File: src/rtl/clkgate_ctrl.sv
// clkgate_ctrl: clock-gate sequencer for a shared gated clock domain.
//
// Collects level requests from NumReq requesters and drives the enable of a
// downstream clock-gate cell. A wake-up settling window of WakeCycles cycles
// separates the enable rising from the first grant. An idle hysteresis window
// of IdleCycles cycles separates the last request dropping from the enable
// falling. A request arriving during the hysteresis window returns straight to
// ON, because the gated clock never stopped.
//
// Optional build macro: CLKGATE_CTRL_STATS_EN
//   When it is defined, gated_cnt_o counts cycles spent in OFF. The count
//   saturates at all-ones and is cleared by cnt_clr_i.
//   When it is undefined, gated_cnt_o is tied to zero and cnt_clr_i is
//   ignored. The ports exist in both builds.
//
// Request/grant handshake: req_i[i] is a level request that the requester
// holds high for as long as it needs the clock. ack_o[i] is high only while
// the controller is ON and req_i[i] is high, and the gated clock is valid
// whenever ack_o[i] is high. Grants are not exclusive: every active requester
// is granted together. A requester that drops req_i loses its ack in the same
// cycle.
//
// The FSM state is visible on state_o (OFF=0, WAKE=1, ON=2, IDLE=3) so that
// checkers can bind to it directly.

module clkgate_ctrl #(
  parameter int NumReq     = 4,
  parameter int WakeCycles = 2,
  parameter int IdleCycles = 8,
  parameter int CntW       = 16
) (
  input  logic              clk_i,
  input  logic              rst_i,
  input  logic [NumReq-1:0] req_i,
  output logic [NumReq-1:0] ack_o,
  output logic              en_o,
  output logic              busy_o,
  output logic [1:0]        state_o,
  input  logic              cnt_clr_i,
  output logic [CntW-1:0]   gated_cnt_o
);

  localparam logic [1:0] StOff  = 2'd0;
  localparam logic [1:0] StWake = 2'd1;
  localparam logic [1:0] StOn   = 2'd2;
  localparam logic [1:0] StIdle = 2'd3;

  // The window counter must hold the larger of the two load values. The
  // floor of 2 keeps the counter at least one bit wide.
  localparam int MaxWin = (WakeCycles > IdleCycles) ?
                          ((WakeCycles > 2) ? WakeCycles : 2) :
                          ((IdleCycles > 2) ? IdleCycles : 2);
  localparam int CntLen = $clog2(MaxWin);

  localparam logic [CntLen-1:0] WakeLoad = CntLen'(WakeCycles - 1);
  // IdleLoad is only used when IdleCycles > 0. The guard keeps the value
  // non-negative for the IdleCycles == 0 build.
  localparam logic [CntLen-1:0] IdleLoad =
    CntLen'((IdleCycles > 0) ? (IdleCycles - 1) : 0);

  logic [1:0]        state_q, state_d;
  logic [CntLen-1:0] cnt_q, cnt_d;
  logic              en_q;
  logic              any_req;

  assign any_req = |req_i;

  // Next-state and window-counter logic.
  always_comb begin
    state_d = state_q;
    cnt_d   = cnt_q;
    case (state_q)
      StOff: begin
        if (any_req) begin
          state_d = StWake;
          cnt_d   = WakeLoad;
        end
      end
      StWake: begin
        // Changes on the requests do not cut the settling window short.
        if (cnt_q == '0) begin
          state_d = StOn;
        end else begin
          cnt_d = cnt_q - CntLen'(1);
        end
      end
      StOn: begin
        if (!any_req) begin
          if (IdleCycles == 0) begin
            state_d = StOff;
          end else begin
            state_d = StIdle;
            cnt_d   = IdleLoad;
          end
        end
      end
      StIdle: begin
        // A request wins over window expiry, even on the cnt == 0 cycle.
        if (any_req) begin
          state_d = StOn;
        end else if (cnt_q == '0) begin
          state_d = StOff;
        end else begin
          cnt_d = cnt_q - CntLen'(1);
        end
      end
      default: begin
        state_d = StOff;
        cnt_d   = '0;
      end
    endcase
  end

  // State, window counter and registered gate enable.
  always_ff @(posedge clk_i) begin
    if (rst_i) begin
      state_q <= StOff;
      cnt_q   <= '0;
      en_q    <= 1'b0;
    end else begin
      state_q <= state_d;
      cnt_q   <= cnt_d;
      en_q    <= (state_d != StOff);
    end
  end

  assign en_o    = en_q;
  assign state_o = state_q;
  assign busy_o  = (state_q != StOff);
  assign ack_o   = (state_q == StOn) ? req_i : '0;

`ifdef CLKGATE_CTRL_STATS_EN
  logic [CntW-1:0] gated_cnt_q;

  // Saturating count of cycles spent gated. A clear takes priority over the
  // increment.
  always_ff @(posedge clk_i) begin
    if (rst_i) begin
      gated_cnt_q <= '0;
    end else if (cnt_clr_i) begin
      gated_cnt_q <= '0;
    end else if ((state_q == StOff) && (gated_cnt_q != '1)) begin
      gated_cnt_q <= gated_cnt_q + CntW'(1);
    end
  end

  assign gated_cnt_o = gated_cnt_q;
`else
  logic unused_cnt_clr;

  assign unused_cnt_clr = cnt_clr_i;
  assign gated_cnt_o    = '0;
`endif

endmodule

File: config.mk
export PLATFORM = sky130hd
export DESIGN_NAME = clkgate_ctrl
export DESIGN_NICKNAME = d
export VERILOG_FILES = /design/src/rtl/clkgate_ctrl.sv
export SDC_FILE = /design/constraint.sdc
export NUM_CORES = 1
export LEC_CHECK = 0
export CAP_MARGIN = 40
export CORE_AREA = 5 5 42 44
export CTS_BUF_LIST = sky130_fd_sc_hd__clkbuf_8
export DETAILED_ROUTE_END_ITERATION = 8
export DIE_AREA = 0 0 47 49
export HOLD_SLACK_MARGIN = 0.1
export PLACE_DENSITY = 0.83
export SYNTH_ARGS = -nofsm -noshare
export SYNTH_HDL_FRONTEND = slang
export SYNTH_SLANG_ARGS = --single-unit
export TNS_END_PERCENT = 1
File: constraint.sdc
create_clock -name clk_i -period 3 [get_ports clk_i]
set_input_delay 0.6 -clock clk_i [delete_from_list [all_inputs] [get_ports clk_i]]
set_output_delay 0.6 -clock clk_i [all_outputs]
set_load 0.01 [all_outputs]
; After elaboration in Yosys (flattened, before gate mapping)
; Index checks and enable logic that the tools add are counted.
[word_totals]
reg_bits = 6
in_bits = 7
output_inout_bits = 24
elab_cells = 28
[op_classes]
addsub = 1
n_eq_ne = 6
n_mux = 12
reduce_logical = 6
[ops]
columns = operator, count
row1 = 3-bit 2-to-1 mux, 4
row2 = 3-bit one-hot mux with 4 select lines, 1
row3 = 2-bit 2-to-1 mux, 5
row4 = 2-bit one-hot mux with 4 select lines, 1
row5 = "2-bit inequality test, second input constant", 3
row6 = "2-bit equality test, second input constant", 2
row7 = 4-bit 2-to-1 mux, 1
row8 = 2-bit nonzero test, 2
row9 = 4-bit OR reduction, 1
row10 = 3-bit logical NOT, 1
row11 = 3-bit AND reduction, 1
row12 = "3-bit by 1-bit subtractor with 3-bit output, second input constant", 1
row13 = "2-bit by 1-bit equality test with 1-bit output, second input constant", 1
row14 = 2-bit logical NOT, 1

; Longest topological paths before layout
; Gate-level depths: netlist of run 1.
[depth]
ltp_word = 5
mapped_depth = 6
ltp_nobuf = 6

; Least setup slack after synthesis of run 1
; OpenSTA, ideal clock, no wires.
[synth_timing]
path_type = input -> register
startpoint = input port req_i[0]
endpoint = register cnt_q[2]
setup_ns = 0.124
arrival_ns = 1.500
required_time_ns = 2.876
setup_slack_ns = 1.375
cell_stages = 4
n_path_buf = 0
path_cell_list = or4_4 > and3_1 > a21oi_2 > a31oi_1
[synth_between]
elab_chain_cells = 3
word_cells_on_any_way = 5
classes_between = eq/ne: 3 / reduce/logical: 2
[synth_rtl]
columns = item, line_no
row1 = "start, declared", 34  ; input logic [NumReq-1:0] req_i,
row2 = 4-bit OR reduction (*), 66  ; assign any_req = |req_i;
row3 = 2-bit inequality test (no source line), -
row4 = 3-bit AND reduction (no source line) (*), -
row5 = "end signal, assigned", 122  ; cnt_q <= cnt_d;
row6 = "end, declared", 62  ; logic [CntLen-1:0] cnt_q, cnt_d;
; Mark *: on every way between the ends. The rest lies on a longest branch, timed or not.
; A chain may end at the register's enable or synchronous reset.

; Final worst setup path of run 1
[layout_timing]
startpoint = input port req_i[2]
endpoint = output port ack_o[2]
[layout_between]
elab_chain_cells = 1
[layout_rtl]
columns = item, line_no
row1 = 4-bit 2-to-1 mux, 130  ; assign ack_o = (state_q == StOn) ? req_i : '0;
row2 = "end, declared", 35  ; output logic [NumReq-1:0] ack_o,
; Every way passes these cells.

==> results.ini, run 1 <==
[clock_tree]
cts_buffers=3
cts_resized=0
cts.sinks=6
worstSkewPairLatency_ns=0.23
post_cts_buffers=0
cts_tree=done
clock_path_buffers=2
ctsRootBufferMaster=clkbuf_8
cts.clk_slew.worst_paths_ns=0.04
htree_levels=1
cts_hold_buf=0

[timing]
setup_violations=0
slew_viol_final=0
setup_tns_ns=0
rsz0062_at_grt=false
holdWs_ns=0.527
max-slew-margin-rel=0.606
fin_ws_ns=0.579
finalClockSkew_ns=0.00127
final-hold-violation-count=0
max_freq_mhz=413
fin_crit_sh=0.807
worst_pin_slew_ns=0.586
min_period_ns=2.42

[yosys]
syn-cell-area_sq_um=524
synth_ff_type=dfxtp_1
synth_top_cell_by_area=dfxtp_1
synth.top_cells.by_area=dfxtp_1 (23%), buf_4 (23%), and2_1 (4.8%)
ys_async_sr_fraction=0
synth_edf_count=0
netlist_instances=64
ys_warn_count=0
yosysMostFrequentCell=buf_4
ys_seq_area_frac=0.229
synth_top_area_frac=0.229
synth_cell_types=30
synth.avg_cell_area_sq_um=8.19
ys_seq_elements=6
synthTopCellsByCount=buf_4 (16), dfxtp_1 (6), and2_1 (4), nand2_1 (3)

[setup_path]
worstPathMaxFanout=4
cp_slowest_cell=clkdlybuf4s50_1
max_stage_delay_ns=0.54
setup.worst_path.start=req_i[2]
crit_type=in2out
arrival_ns=1.82
worst_ep_required_time_ns=2.40
cp-end-kind=output port
path_buf_inv=2
path_cells=clkdlybuf4s50_1, and2_1, clkdlybuf4s50_1
crit_top_cell=clkdlybuf4s50_1
start_kind=primary input
r2r-start=cnt_q[0]$_SDFFE_PP0P_
path_delay_family=buffers and inverters

[grt]
groute.usage.overall=0.118
grt_pass1_wl_um=1900
grt_max_degree=10
gr-usage-met3=0.0664
met1_usage=0.125
met2_usage=0.170
grt.busiest_layer=met2
antenna_found_initial=0
grt-ovfl-total=0
grt_pass1_vias=481

[placed_design]
place_area_sq_um=599
portBuffers=13
place.gp.congestion=0.740
place_inst=91
pre_cts_slack_ns=0.576

[outcome]
outcome=complete, no violations

[worst_hold_path]
hold_class=reg2reg
hold_path_startpoint=cnt_q[2]$_SDFFE_PP0P_

[route]
firstDrtPassIters=4
viasPerCell=4.77
drtIter0Drc=5
route.antenna.remaining_nets=0
num_vias=448
wl_per_cell_um=12.1
wl_um=1140
drc=0

[floorplan]
die_x_um=47
ios=31
start_util=0.374
rows=14
die_area_sq_um=2300
die_h_um=49
core_sq_um=1400

[final_layout]
area_delta_synth_final_pct=22.2
final_util=0.457
layout.cells.non_filler=94
final_cell_area_sq_um=641
num-nets-final=89
drive_above_1_share=0.115
fillers=158
diodes=0

[flow_run]
max_cap_violations=0

[power]
p_leak_nw=0.272
peakVddDrop_v=0.000335
cellPowerDensity_nw_per_um2=610
power_mw=0.391

==> routing by layer <==
layer	routed length [um]	vias to the layer above	part of all wire
li1	-	221	-
met1	456	199	0.40
met2	509	24	0.45
met3	133	4	0.12
met4	40	0	0.035
met5	0	-	0
==> registers in the layout, indices dropped and copies added (netlist names) <==
signal	count
cnt_q	3
en_o	1
state_o	2
==> final cells by class <==
cell class / count / area, sq um / share of cell area
multi-input combinational: 52 / 314 / 0.490
tap: 16 / 20.0 / 0.0313
clock buffer: 3 / 41.3 / 0.0645
inverter: 4 / 15.0 / 0.0234
timing repair buffer: 13 / 130 / 0.203
sequential: 6 / 120 / 0.187
==> power by group <==
part / total [mW] / internal [mW] / switching [mW] / leakage (nW)
Clock: 0.124 / 0.0864 / 0.0373 / 0.0216
Combinational: 0.150 / 0.0727 / 0.0774 / 0.201
Sequential: 0.117 / 0.0954 / 0.0215 / 0.0499
==> logic make-up after synthesis <==
family / synth area share
DFF: 0.229
adders and majority gates: 0.0477
AOI/OAI and AO/OA: 0.177
buffers and inverters: 0.279
and+or+nand+nor: 0.241
other: 0.00715
muxes: 0.0191
==> worst reg2reg max path, stage by stage, from the launching register on <==
cell and delay [ns]:
dfxtp_1 0.33, inv_1 0.08, ha_1 0.23, and3b_1 0.22, inv_2 0.07, a21oi_1 0.06, a211oi_1 0.22
==> final timing paths <==
| kind | cells after the start | to | slack (ns) |
|---|---|---|---|
| worst max-delay path | 3 | ack_o[2] | 0.58 |
| worst min-delay path | 2 | cnt_q[2]$_SDFFE_PP0P_ | 0.53 |
| worst max register to register | 6 | cnt_q[1]$_SDFFE_PP0P_ | 1.70 |
| worst min register to register | 2 | cnt_q[2]$_SDFFE_PP0P_ | 0.53 |
==> cells in the final DEF (no fill, tap or decap) <==
cell type	instances
a211oi_1	2
a21o_1	1
a21oi_1	2
a21oi_2	1
a221oi_1	1
a31oi_1	1
and2_1	4
and3_1	1
and3b_1	1
clkbuf_8	3
clkdlybuf4s50_1	13
conb_1	16
dfxtp_1	6
ha_1	2
inv_1	2
inv_2	2
mux2i_1	1
nand2_1	3
nand2b_1	1
nand3_1	2
nor2_1	1
nor2_4	1
nor3_1	2
nor4_1	1
nor4bb_1	1
o21ai_0	2
o21ai_1	2
o41ai_2	1
or2_1	1
or4_4	1
Note: power is estimated with default switching activity, not from simulation.
==> inputs of run 2 (changes only) <==
--- a/config.mk
+++ b/config.mk
@@ -6,12 +6,12 @@
 export NUM_CORES = 1
 export LEC_CHECK = 0
 export CAP_MARGIN = 40
-export CORE_AREA = 5 5 42 44
+export CORE_MARGIN = 5
+export CORE_UTILIZATION = 34
 export CTS_BUF_LIST = sky130_fd_sc_hd__clkbuf_8
 export DETAILED_ROUTE_END_ITERATION = 8
-export DIE_AREA = 0 0 47 49
 export HOLD_SLACK_MARGIN = 0.1
-export PLACE_DENSITY = 0.83
+export PLACE_DENSITY = 0.77
 export SYNTH_ARGS = -nofsm -noshare
 export SYNTH_HDL_FRONTEND = slang
 export SYNTH_SLANG_ARGS = --single-unit
==> constraint.sdc (replaced) <==
create_clock -name clk_i -period 2 [get_ports clk_i]
set_input_delay 0.4 -clock clk_i [delete_from_list [all_inputs] [get_ports clk_i]]
set_output_delay 0.4 -clock clk_i [all_outputs]
set_load 0.01 [all_outputs]
==> run 2 against run 1 <==
Clock skew up 0.0020 ns. Routed wire length up 8.0%. Clock power up 48%. Design area up 10%. Hold slack worse by 0.0073 ns. Sequential power up 46%. Die area up 5.4%. Combinational power up 69%. Clock-buffer cell count unchanged. Global-route usage down 1.1 points.
==> results.ini, run 2 (synthesis gave the netlist of run 1 again) <==
[final_layout]
area_delta_synth_final_pct=34.6
diodes=0  ; unchanged
layout.cells.non_filler=102  ; +8.5%
final_common_cell=conb_1
num-nets-final=97  ; +9.0%
mostFrequentLayoutCells=conb_1 (16), clkdlybuf4s50_1 (11), buf_4 (8), dfxtp_1 (6), and2_1 (4)
drive_above_1_share=0.198  ; +0.0823
largest_reg_flops=3  ; unchanged
largest_register=cnt_q

[timing]
fin_crit_sh=0.985
setup_violations=0  ; unchanged
finalClockSkew_ns=0.00329  ; +0.00202 ns
max_freq_mhz=508
holdWs_ns=0.520  ; -0.00730 ns
slew_viol_final=0  ; unchanged
final-hold-violation-count=0  ; unchanged
rsz0062_at_grt=false
min_period_ns=1.97
setup_tns_ns=0  ; unchanged
fin_ws_ns=0.0302  ; -0.548 ns

[route]
viasPerCell=4.64  ; -2.7%
dr_wl_met3_um=146  ; +9.8%
drc=0  ; unchanged
route.antenna.remaining_nets=0  ; unchanged
dr_wl_met2_um=580  ; +14%
firstDrtPassIters=5  ; +1
drtIter0Drc=6  ; +1
routed.top_layer=met4
wl_um=1230  ; +8.0%
drt-met1-wl_um=457  ; +0.22%
wl_per_cell_um=12.1  ; -0.49%
num_vias=473  ; +5.6%

[power]
clkPwrFrac=0.303  ; -0.013
peakVddDrop_v=0.000492  ; +47%
p_leak_nw=0.347  ; +28%
pwr-share-comb=0.418  ; +0.034
switching_share=0.343  ; -0.00557
share_seq_of_total_power=0.280  ; -0.019
p_int_mw=0.400  ; +57%
switchingPower_mw=0.209  ; +53%
cellPowerDensity_nw_per_um2=863  ; +42%

[flow_run]
max_cap_violations=0  ; unchanged

[clock_tree]
cts_tree=done
cts.clk_slew.worst_paths_ns=0.04  ; about the same
ctsRootBufferMaster=clkbuf_8
cts_buffers=3  ; unchanged
post_cts_buffers=0  ; unchanged
htree_levels=1  ; unchanged
cts_resized=0  ; unchanged
clock_path_buffers=2  ; unchanged
cts_hold_buf=0  ; unchanged
worstSkewPairLatency_ns=0.23  ; about the same
cts.sinks=6  ; unchanged

[worst_hold_path]
worstHoldEndpoint=cnt_q[2]$_SDFFE_PP0P_
hold_class=reg2reg
hold_path_startpoint=cnt_q[2]$_SDFFE_PP0P_
hold_depth=2  ; unchanged

[setup_path]
worstPathMaxFanout=3  ; -1
crit_top_cell=clkdlybuf4s50_1
worst_ep_required_time_ns=1.60  ; -0.80 ns
r2r-start=cnt_q[0]$_SDFFE_PP0P_
path_cells=clkdlybuf4s50_1, and2_1, clkdlybuf4s50_1
max_stage_delay_ns=0.53  ; about the same
r2r_end=cnt_q[1]$_SDFFE_PP0P_
reg2regPathDepth=6  ; unchanged
cp_slowest_cell=clkdlybuf4s50_1
arrival_ns=1.57  ; -0.25 ns
crit_type=in2out
start_kind=primary input
setup.worst_path.start=req_i[1]
cp-end-kind=output port
rrSetupSlack_ns=0.69  ; -1.01 ns

[grt]
grt_max_degree=10  ; unchanged
groute.usage.overall=0.107  ; -0.0112
antenna_found_initial=0  ; unchanged
grt_pass1_wl_um=1920  ; +1.1%
grt-ovfl-total=0  ; unchanged
grt_pass1_vias=471  ; -2.1%

[floorplan]
core_sq_um=1490  ; +6.3%
start_util=0.352  ; -0.0220
ios=31  ; unchanged
die_x_um=49.3  ; +4.8%
die_area_sq_um=2430  ; +5.4%
die_h_um=49.3  ; +0.54%
rows=14  ; unchanged

[outcome]
outcome=complete, no violations

[placed_design]
place.gp.congestion=0.760  ; +2.7%
portBuffers=13  ; unchanged
dp_hpwl_um=902
pre_cts_slack_ns=0.0251  ; -0.550 ns
place_inst=99  ; +8.8%

run 2: cell types whose count changed in the layout (fill, tap and decap cells not counted), sizes merged:
cell	previous run	this run
dlymetal6s2s	0	2
buf	0	8
clkdlybuf4s50	13	11
run 2: worst max path at each step:
stage | endpoint | slack (ns) | depth (start not counted)
finish | ack_o[1] | 0.03 | 3
floorplan | cnt_q[2]$_SDFFE_PP0P_ | 0.58 | 4
detailed placement | cnt_q[0]$_SDFFE_PP0P_ | 0.03 | 5
CTS | ack_o[1] | 0.03 | 3
global placement | cnt_q[0]$_SDFFE_PP0P_ | 0.04 | 5
global route | ack_o[1] | 0.005 | 3
run 2: power by group through the flow:
stage               logic, mW  clock network, mW  registers (mW)
CTS                     0.254              0.189           0.170
finish                  0.254              0.184           0.171
global route            0.282              0.196           0.175
floorplan               0.177                  0           0.166
global placement        0.245                  0           0.169
detailed placement      0.252                  0           0.170
run 2: through the flow:
stage	util	instance area, sq um	total power [mW]
after global placement	0.443	659	0.414
after detailed placement	0.443	659	0.422
final	0.474	706	0.609
after global routing	0.474	706	0.652
after floorplan	-	581	0.343
after CTS	0.471	701	0.613
run 2: per-layer routing:
metal,vias to the layer above,GRT usage
li1,235,-
met1,203,0.0912
met2,29,0.182
met3,6,0.0428
met4,0,0.103
met5,-,0
run 2: critical path, delay by kind of cell:
family	cells	cell delay, ns
buf+inv	2	1.03
simple gates	1	0.14
run 2: layout make-up:
type	instances	area [sq um]
well taps	16	20.0
multi-input cells	52	314
fillers	148	783
inverters	4	15.0
repair buffers	21	195
clock buffers	3	41.3
flip-flops and latches	6	120
